**src/rtl/alu_arbiter.sv**
```systemverilog
// Round-robin arbiter that shares one combinational ALU between two requesters
// (req0 = execute stage, req1 = address/branch calc). Optional macro: ALU_PERF_CNT_EN.
module alu_arbiter #(
    parameter int DATA_WIDTH   = 16,
    parameter int FLAG_WIDTH   = 3,
    parameter int CNT_WIDTH    = 16,
    parameter int OPCODE_WIDTH = 4
) (
    input  logic                    clk,
    input  logic                    rst,
    input  logic                    req0_valid,
    output logic                    req0_ready,
    input  logic [DATA_WIDTH-1:0]   req0_a,
    input  logic [DATA_WIDTH-1:0]   req0_b,
    input  logic                    req0_cin,
    input  logic [OPCODE_WIDTH-1:0] req0_opcode,
    input  logic                    req0_mode,
    input  logic                    req1_valid,
    output logic                    req1_ready,
    input  logic [DATA_WIDTH-1:0]   req1_a,
    input  logic [DATA_WIDTH-1:0]   req1_b,
    input  logic                    req1_cin,
    input  logic [OPCODE_WIDTH-1:0] req1_opcode,
    input  logic                    req1_mode,
    output logic                    rsp0_valid,
    input  logic                    rsp0_ready,
    output logic                    rsp1_valid,
    input  logic                    rsp1_ready,
    output logic [DATA_WIDTH-1:0]   rsp_result,
    output logic [FLAG_WIDTH-1:0]   rsp_flag,
    output logic [DATA_WIDTH-1:0]   alu_in_a,
    output logic [DATA_WIDTH-1:0]   alu_in_b,
    output logic                    alu_cin,
    output logic [OPCODE_WIDTH-1:0] alu_opcode,
    output logic                    alu_mode,
    input  logic [DATA_WIDTH-1:0]   alu_out,
    input  logic [FLAG_WIDTH-1:0]   alu_out_flag
`ifdef ALU_PERF_CNT_EN
    ,
    output logic [CNT_WIDTH-1:0]    perf_cnt0,
    output logic [CNT_WIDTH-1:0]    perf_cnt1
`endif
);

    typedef enum logic [1:0] {IDLE, EXEC, RESP} state_t;

    state_t                  state, state_nxt;
    logic                    last_grant;
    logic                    grant_id;
    logic                    grant_en;
    logic                    grant_nxt;
    logic [DATA_WIDTH-1:0]   op_a, op_b;
    logic                    op_cin, op_mode;
    logic [OPCODE_WIDTH-1:0] op_opcode;

    always_ff @(posedge clk) begin
        if (rst) state <= IDLE;
        else     state <= state_nxt;
    end

    always_comb begin
        state_nxt  = state;
        grant_en   = 1'b0;
        grant_nxt  = last_grant;
        req0_ready = 1'b0;
        req1_ready = 1'b0;
        rsp0_valid = 1'b0;
        rsp1_valid = 1'b0;
        case (state)
            IDLE: begin
                // Contention goes to whoever was not granted last; a lone request always wins.
                if (!rst && (req0_valid || req1_valid)) begin
                    grant_en   = 1'b1;
                    grant_nxt  = (req0_valid && req1_valid) ? ~last_grant : req1_valid;
                    req0_ready = ~grant_nxt;
                    req1_ready = grant_nxt;
                    state_nxt  = EXEC;
                end
            end
            EXEC: state_nxt = RESP;
            RESP: begin
                rsp0_valid = ~grant_id;
                rsp1_valid = grant_id;
                if (grant_id ? rsp1_ready : rsp0_ready) state_nxt = IDLE;
            end
            default: state_nxt = IDLE;
        endcase
    end

    always_ff @(posedge clk) begin
        if (rst) begin
            last_grant <= 1'b1;
            grant_id   <= 1'b0;
            op_a       <= '0;
            op_b       <= '0;
            op_cin     <= 1'b0;
            op_opcode  <= '0;
            op_mode    <= 1'b0;
            rsp_result <= '0;
            rsp_flag   <= '0;
        end else begin
            if (grant_en) begin
                last_grant <= grant_nxt;
                grant_id   <= grant_nxt;
                op_a       <= grant_nxt ? req1_a      : req0_a;
                op_b       <= grant_nxt ? req1_b      : req0_b;
                op_cin     <= grant_nxt ? req1_cin    : req0_cin;
                op_opcode  <= grant_nxt ? req1_opcode : req0_opcode;
                op_mode    <= grant_nxt ? req1_mode   : req0_mode;
            end
            if (state == EXEC) begin
                rsp_result <= alu_out;
                rsp_flag   <= alu_out_flag;
            end
        end
    end

    assign alu_in_a   = op_a;
    assign alu_in_b   = op_b;
    assign alu_cin    = op_cin;
    assign alu_opcode = op_opcode;
    assign alu_mode   = op_mode;

`ifdef ALU_PERF_CNT_EN
    always_ff @(posedge clk) begin
        if (rst) begin
            perf_cnt0 <= '0;
            perf_cnt1 <= '0;
        end else begin
            if (rsp0_valid && rsp0_ready && perf_cnt0 != '1) perf_cnt0 <= perf_cnt0 + 1'b1;
            if (rsp1_valid && rsp1_ready && perf_cnt1 != '1) perf_cnt1 <= perf_cnt1 + 1'b1;
        end
    end
`endif

endmodule

```
**config.mk**
```make
export PLATFORM = sky130hd
export DESIGN_NAME = alu_arbiter
export DESIGN_NICKNAME = d
export VERILOG_FILES = /design/src/rtl/alu_arbiter.sv
export SDC_FILE = /design/constraint.sdc
export NUM_CORES = 1
export LEC_CHECK = 0
export CORE_UTILIZATION = 41
export DETAILED_ROUTE_END_ITERATION = 7
export GPL_ROUTABILITY_DRIVEN = 0
export PLACE_DENSITY = 0.88
export SYNTH_ARGS = -nofsm -noshare
export SYNTH_HDL_FRONTEND = slang
export SYNTH_SLANG_ARGS = --single-unit
export TNS_END_PERCENT = 30
```
**constraint.sdc**
```tcl
create_clock -name clk -period 1.69 [get_ports clk]
set_input_delay 0.169 -clock clk [delete_from_list [all_inputs] [get_ports clk]]
set_output_delay 0.169 -clock clk [all_outputs]
set_load 0.03 [all_outputs]
```
# After elaboration in Yosys (flattened, before gate mapping)
# Cells that the tools add are included.
word_totals:
  in_bits: 101
  ff_bits: 61
  word_cells: 43
op_classes:
  n_bitwise: 3
  muxes: 20
  n_reduce_logical: 6
  eq_ne: 4
op_table:
  columns: ["op", "count"]
  rows:
  - ["$mux 16", 2]
  - ["$mux 1", 14]
  - ["$pmux 2 s3", 1]
  - ["$mux 2", 2]
  - ["$mux 4", 1]
  - ["$ne 2x2->1 const B", 2]
  - ["$not 1->1", 3]
  - ["$eq 2x1->1 const B", 1]
  - ["$eq 2x2->1 const B", 1]
  - ["$logic_and 1x1->1", 2]
  - ["$logic_not 2->1", 1]
  - ["$reduce_and 2->1", 1]
  - ["$logic_not 1->1", 1]
  - ["$logic_or 1x1->1", 1]

# Depth between registers and ports, before layout
# Gate-level depths: netlist of run 1.
depth:
  depth_word: 5
  depth_mapped: 7
  depth_no_buf: 4

# Worst setup path after synthesis of run 1
# No wires, ideal clock.
synth_path:
  path_type: "flip-flop to output port"
  start: "reg state[1]"
  end: "out req0_ready"
  path_stages_with_launch: 6
  t_arrival_ps: 1537
  setup_slack_ps: -16
  path_buffers: 2
  cell_sequence: "dfxtp_1 nor3_2 buf_2 nand2_1 buf_2 a21oi_1"
synth_between:
  elab_chain_cells: 2
synth_lines:
  columns: ["item", "line", "source"]
  rows:
  - ["from (decl)", "47", "state_t state, state_nxt;"]
  - ["from (signal assigned)", "58", "else state <= state_nxt;"]
  - ["$logic_not 2->1", "69", "case (state)"]
  - ["$mux 1", "69", null]
  - ["to (decl)", "12", "output logic req0_ready,"]
# No other way between the ends.

# Worst setup path after layout of run 1
layout_path:
  start: "reg state[1]"
  end: "out req1_ready"
layout_between:
  elab_chain_cells: 2
layout_lines:
  columns: ["item", "line", "source"]
  rows:
  - ["$logic_not 2->1", "69", null]
  - ["$mux 1", "69", null]
  - ["to (decl)", "19", "output logic req1_ready,"]
# No other way between the ends.

==> key figures, run 1 <==
Outcome
  • Outcome: finished with violations
  • Failing checks: negative setup slack

Timing
  • Relative slew slack: 60.4%
  • RSZ-0062 raised after global routing: true
  • Final worst-path setup slack: -7.15 ps
  • Final setup vio count: 3
  • Skew final: 6.19 ps
  • Max Clock Freq: 589 MHz
  • Max Slew Vio Count: 0
  • Setup TNS: -8.05 ps
  • Final hold vios: 0
  • Worst Tran Pin Value: ~600 ps
  • Fin crit share: 100%
  • Min Tclk post-route: 1700 ps

Finish
  • Commonest non-fill, non-tap cell in the layout: clkdlybuf4s50_1
  • Register area: approximately 1200 um^2
  • Fin area: approximately 5400 um^2
  • Synth-to-layout area growth: 65.8%
  • Fill cells: ~590
  • Fraction of layout cells with a size suffix above 1: between 20% and 30%
  • Area of the multi-input gates: 1880 um^2
  • Antenna Cells: 0
  • Highest-count cells in the layout ignoring fill and taps: clkdlybuf4s50_1 (156), nand2_1 (78), dfxtp_1 (59)
  • Nets: 645

Worst setup path
  • Start point of the critical path: state[1]
  • Crit path DAT: between 1500 and 2000 ps
  • CP Launch Type: register
  • R2R Path Start: state[1]
  • CP endpoint kind: output pin
  • Worst-path maximum fanout: 7
  • Crit path required time: approximately 1500 ps
  • CP Class: reg -> out

Die
  • Die width: 91.3 um
  • Chip height: between 90 and 100 um
  • Initial core utilization: around 42%
  • Core area: 7730 um^2
  • I/O pins: between 150 and 200
  • Die Area: roughly 8300 um^2
  • Rows: 32

Power and ir drop
  • Leakage power: ~2.1 nW
  • Clock power frac: between 20% and 30%
  • Worst VDD drop: 525 uV
  • Combinational Power Share: 35.0%
  • Switching share of power: roughly 33%
  • Switching power: between 0.001 and 0.0015 W
  • Pwr dens: between 700 and 800 nW/um^2
  • Internal Dissipation: between 0.002 and 0.003 W
  • Overall power: about 0.0043 W
  • Sequential Power Share: a little under two fifths

Placement
  • PortBufs: 161
  • DPL Wire Length: between 7000 and 8000 um
  • DP Area: 5080 um^2

Synth
  • Cell Area, Synth: between 3000 and 4000 um^2
  • Mapped Nets: around 470
  • Mean Syn Cell Area: around 8.8 um^2
  • Number of synthesized register bits: a little over 60
  • Synth warn: 0
  • Register area share after synthesis: 37.3%
  • Synth unique cells: 27
  • Syn Inst Count: 372

Global routing
  • Total global routing overflow: 0
  • Initial antenna violation count: 0
  • First-pass GRT wire length: 17300 um
  • Vias in the first global route: around 3600
  • Total GRT Usage: 26.0%
  • Largest net degree at the start of global routing: 44

Clock network
  • Root buffer cell: clkbuf_8
  • CTS tree: done
  • Clk pin slew, worst setup/hold paths: roughly 70 ps
  • Cts hold-fix bufs: 0
  • Maximum buffer depth of the clock tree: 2
  • H-tree Lvls: 3
  • Sink Count: 61
  • Num CTS Buffers: 9
  • Worst skew pair latency: 330 ps

Drt
  • Detailed Route WL: 11000 um
  • Iteration-0 DRC Markers: ~150
  • Wirelength per Cell: 16.9 um
  • Routed vias: between 3000 and 4000
  • Vias per cell: ~5.5
  • Residual DRC count: 0
  • Drt first pass iters: 4
  • Final ANT Viol Nets: 0

Job
  • Max Cap Viol: 0

Worst hold path
  • Hold WC Path Type: in -> reg
  • Worst Hold Launch: rst
## cells by family after synthesis
group / synth area share, %
compound gates: 25.8
flops: 37.3
simple gates: 30.3
mux: 0.306
buf+inv: 6.27
## per-stage QoR
step                      hold WS [ps]  instances  util (%)  worst slack [ps]
after CTS                          218        639      68.2             -85.2
after detailed placement           447        621      65.7              -165
after floorplan                    305        372         -               160
final                              231        650      70.2             -7.15
after global routing               242        650      70.2             -59.1
after global placement             443        621      65.7             -90.8
## power groups by stage
| stage | combinational, W | sequential, W | clock (W) |
|---|---|---|---|
| after global placement | 0.00137 | 0.00166 | 0 |
| after CTS | 0.00143 | 0.00163 | 0.00115 |
| after global routing | 0.00158 | 0.00164 | 0.00123 |
| after detailed placement | 0.00141 | 0.00166 | 0 |
| final | 0.00149 | 0.00163 | 0.00114 |
| after floorplan | 0.000558 | 0.00186 | 0 |
## cell usage after synthesis
cell / n / area [um^2]
dfxtp_1: 61 / 1220
nand3b_2: 20 / 225
nor2b_1: 2 / 12.5
nor3_2: 1 / 10.0
buf_6: 1 / 11.3
buf_1: 1 / 3.75
o221ai_1: 18 / 158
buf_8: 2 / 30.0
a21oi_2: 20 / 175
and3_1: 39 / 244
or2_2: 1 / 6.26
nand3b_1: 19 / 143
clkbuf_2: 1 / 5.00
o221ai_2: 20 / 300
a21oi_1: 40 / 200
nand2b_1: 1 / 6.26
nor3b_1: 1 / 7.51
and3b_1: 1 / 8.76
nand2_1: 80 / 300
or4b_4: 1 / 13.8
mux2i_1: 1 / 10.0
nor2_1: 2 / 7.51
nor4_1: 1 / 6.26
a221o_1: 1 / 10.0
inv_1: 1 / 3.75
clkbuf_1: 23 / 86.3
buf_2: 13 / 65.1
## path summary, 6_finish.rpt
| path | endpoint | slack [ps] | cells after the start |
|---|---|---|---|
| max reg2reg | alu_in_b[6] | 0 | 7 |
| max | req1_ready | -7 | 5 |
| min reg2reg | alu_opcode[3] | 450 | 2 |
| min | alu_in_a[11] | 230 | 3 |
## flip-flops by register name, indices dropped and copies added (netlist names)
| register | flops |
|---|---|
| last_grant | 1 |
| alu_in_a | 16 |
| grant_id | 1 |
| state | 2 |
| alu_mode | 1 |
| rsp_result | 16 |
| alu_in_b | 16 |
| alu_cin | 1 |
| alu_opcode | 4 |
| rsp_flag | 3 |
## critical path: stages (launching register included)
cell and delay (ps):
dfxtp_4 360, buf_6 120, nor3_4 230, and3_4 260
buf_12 120, buf_8 110
## metal layers
layer / up-vias / part of all wire [%] / routed length, um / GRT usage (%)
met5: - / 0 / 0 / 0
met4: 0 / 3.8 / 418 / 13.2
met3: 35 / 6.3 / 690 / 5.70
met2: 162 / 49 / 5400 / 44.9
met1: 1666 / 41 / 4500 / 30.1
li1: 1687 / - / - / -
## final cells by class
type / instances / area share, %
clock inverter: 5 / 0.507
multi-input combinational: 269 / 34.6
sequential: 61 / 22.6
tap: 102 / 2.35
timing repair buffer: 202 / 37.3
clock buffer: 10 / 2.54
inverter: 1 / 0.0692
## repair_timing
item / in CTS / in global routing
pin swaps: 1 / 4
resized for setup: 5 / 10
endpoints found under the setup margin: 4 / 4
cloned: 0 / 1
setup buffers: 3 / 10
Power figures use the tool's default switching activity.
==> run 2, diff against run 1 <==
--- a/config.mk
+++ b/config.mk
@@ -5,6 +5,7 @@
 export SDC_FILE = /design/constraint.sdc
 export NUM_CORES = 1
 export LEC_CHECK = 0
+export CORE_ASPECT_RATIO = 1.4
 export CORE_UTILIZATION = 41
 export DETAILED_ROUTE_END_ITERATION = 7
 export GPL_ROUTABILITY_DRIVEN = 0
==> constraint.sdc (replaced) <==
create_clock -name clk -period 1.69 [get_ports clk]
set_input_delay 0.2535 -clock clk [delete_from_list [all_inputs] [get_ports clk]]
set_output_delay 0.2535 -clock clk [all_outputs]
set_load 0.03 [all_outputs]
==> run 2 against run 1 <==
  * Count of clock-buffer cells in the layout grew 3
  * Largest power group unchanged
  * Clock power grew 29%
  * Critical endpoint unchanged
  * Cell count shrank 1.2%
  * Utilization shrank 1.1 points
  * Wire length shrank 5.2%
  * Critical path depth shrank 1
  * Sequential cell count is the same
  * The run still ends with negative setup slack left
==> key figures, run 2 (same netlist as run 1, synthesis figures left out) <==
Finish
  • Commonest non-fill, non-tap cell in the layout: clkdlybuf4s50_1
  • Non-Filler Instances: 642
  • Highest-count cells in the layout ignoring fill and taps: clkdlybuf4s50_1 (156), nand2_1 (78), dfxtp_1 (58)
  • Antenna Cells: 0
  • Fraction of layout cells with a size suffix above 1: roughly 23%
  • Nets: approximately 640
  • Synth-to-layout area growth: 63.7%
  • Fin area: 5350 um^2

Drt
  • Wirelength per Cell: between 15 and 20 um
  • Routed vias: about 3500
  • Drt first pass iters: 4
  • Detailed Route WL: ~10000 um
  • Iteration-0 DRC Markers: roughly 130
  • Vias per cell: around 5.5
  • Residual DRC count: 0
  • Final ANT Viol Nets: 0

Job
  • Max Cap Viol: 0

Worst setup path
  • Crit path required time: about 1400 ps
  • CP most frequent cell: buf_6
  • CP Launch Type: register
  • R2R Path Start: state[0]
  • CP bufs+invs: 2
  • Top delay family on crit path: simple AND/OR/NAND/NOR gates
  • FF-to-FF path depth: 6
  • Reg-to-reg setup timing slack: roughly 40 ps
  • CP max-delay cell: dfxtp_4
  • Slowest stage delay, CP: between 300 and 400 ps
  • Worst-path maximum fanout: 5
  • CP endpoint kind: output pin
  • CP Class: reg -> out
  • Crit path DAT: ~1500 ps
  • Reg2reg end: alu_in_a[5]
  • Critical path cell sequence: nor3_4 -> and3_4 -> buf_6 -> buf_6

Global routing
  • Total global routing overflow: 0
  • Largest net degree at the start of global routing: between 40 and 50
  • Total GRT Usage: roughly 25%
  • First-pass GRT wire length: 16300 um
  • Vias in the first global route: around 3500
  • Initial antenna violation count: 0

Timing
  • Skew final: roughly 17 ps
  • WHS: 438 ps
  • Max Slew Vio Count: 0
  • Final worst-path setup slack: -17.7 ps
  • Worst Tran Pin Value: ~490 ps
  • Min Tclk post-route: 1710 ps
  • Final setup vio count: 1
  • Relative slew slack: around two thirds
  • Final hold vios: 0
  • Max Clock Freq: roughly 590 MHz
  • Fin crit share: 101%
  • RSZ-0062 raised after global routing: true

Outcome
  • Outcome: finished with violations
  • Failing checks: negative setup slack

Clock network
  • Clk pin slew, worst setup/hold paths: 80 ps
  • H-tree Lvls: 3
  • CTS tree: done
  • Worst skew pair latency: 340 ps
  • Sink Count: 61
  • Cts hold-fix bufs: 0
  • Maximum buffer depth of the clock tree: 2
  • Num CTS Buffers: 9
  • Root buffer cell: clkbuf_8

Die
  • Chip height: 108 um
  • I/O pins: ~160
  • Core area: just under 8000 um^2
  • Rows: 38
  • Initial core utilization: between 40 and 50%
  • Die Area: 8340 um^2
  • Die width: 77.5 um

Power and ir drop
  • Clock power frac: roughly a third
  • Combinational Power Share: a little under a third
  • Worst VDD drop: approximately 480 uV
  • Switching power: around 0.0014 W
  • Pwr dens: 847 nW/um^2
  • Switching share of power: between 20 and 30%
  • Internal Dissipation: roughly 0.0032 W
  • Leakage power: between 2 and 2.5 nW
  • Sequential Power Share: between 30% and 40%

Placement
  • DPL Wire Length: approximately 7500 um
  • PortBufs: 161
  • DP Area: 5060 um^2
  • Placed insts: 620

Worst hold path
  • Hold endpoint: alu_in_b[14]
  • Hold WC Path Type: in -> reg
  • Worst Hold Launch: rst
  • Hold Crit Depth: 3
-- run 2: cell count changes in the layout (fill, tap and decap cells not counted), moves of 2 or more --
| cell | change |
|---|---|
| clkinv_2 | -4 |
| bufinv_16 | +2 |
| clkbuf_1 | +2 |
| buf_12 | -3 |
-- run 2: repair_timing --
item                       in CTS  in global routing
resized for setup               2                  8
pin swaps                       1                  2
buffers inserted                0                  6
setup endpoints to repair       3                  4
-- run 2: routing by layer --
layer,GRT usage (%),part of all wire [%],vias to the layer above,wire [um]
met4,13.2,2.6,0,267
met5,0,0,-,0
li1,-,-,1676,-
met1,26.9,40,1638,4170
met2,45.4,52,164,5430
met3,3.31,5.3,28,556
-- run 2: power groups by stage --
stage                     logic, W  registers, W  clock network, W
after detailed placement   0.00140       0.00166                 0
after floorplan           0.000558       0.00186                 0
after global routing       0.00152       0.00164           0.00155
after CTS                  0.00141       0.00163           0.00149
final                      0.00143       0.00163           0.00147
after global placement     0.00137       0.00166                 0
-- run 2: cell type report --
type	count	area [um^2]
fill	590	2400
timing repair buffer	195	1910
multi-input combinational	269	1860
sequential	61	1230
clock buffer	13	159
tap	100	125
clock inverter	3	67.6
inverter	1	3.75
-- run 2: worst max-delay path by stage --
stage / from / to / cells after the start
after floorplan: state[1] / req0_ready / 5
after global placement: req0_valid / alu_in_a[15] / 6
after detailed placement: req0_valid / alu_opcode[0] / 6
after CTS: state[0] / req1_ready / 4
after global routing: state[0] / req1_ready / 4
final: state[0] / req1_ready / 4
-- run 2: stage by stage --
step                      setup slack [ps]  utilization [%]  setup TNS (ps)  total power [W]
final                                -17.7             69.1           -17.7          0.00453
after global routing                 -78.5             69.1            -199          0.00472
after CTS                             -112             68.2            -180          0.00453
after detailed placement              -237             65.2           -7430          0.00306
after global placement                -183             65.2           -6040          0.00302
after floorplan                       86.0                -               0          0.00242
-- run 2: worst reg2reg max path: stages, from the launching register on --
cell and delay [ps]:
dfxtp_4 360, buf_4 140, or4b_4 560, buf_12 180, nand3b_1 100, o221ai_1 110, a21oi_1 140
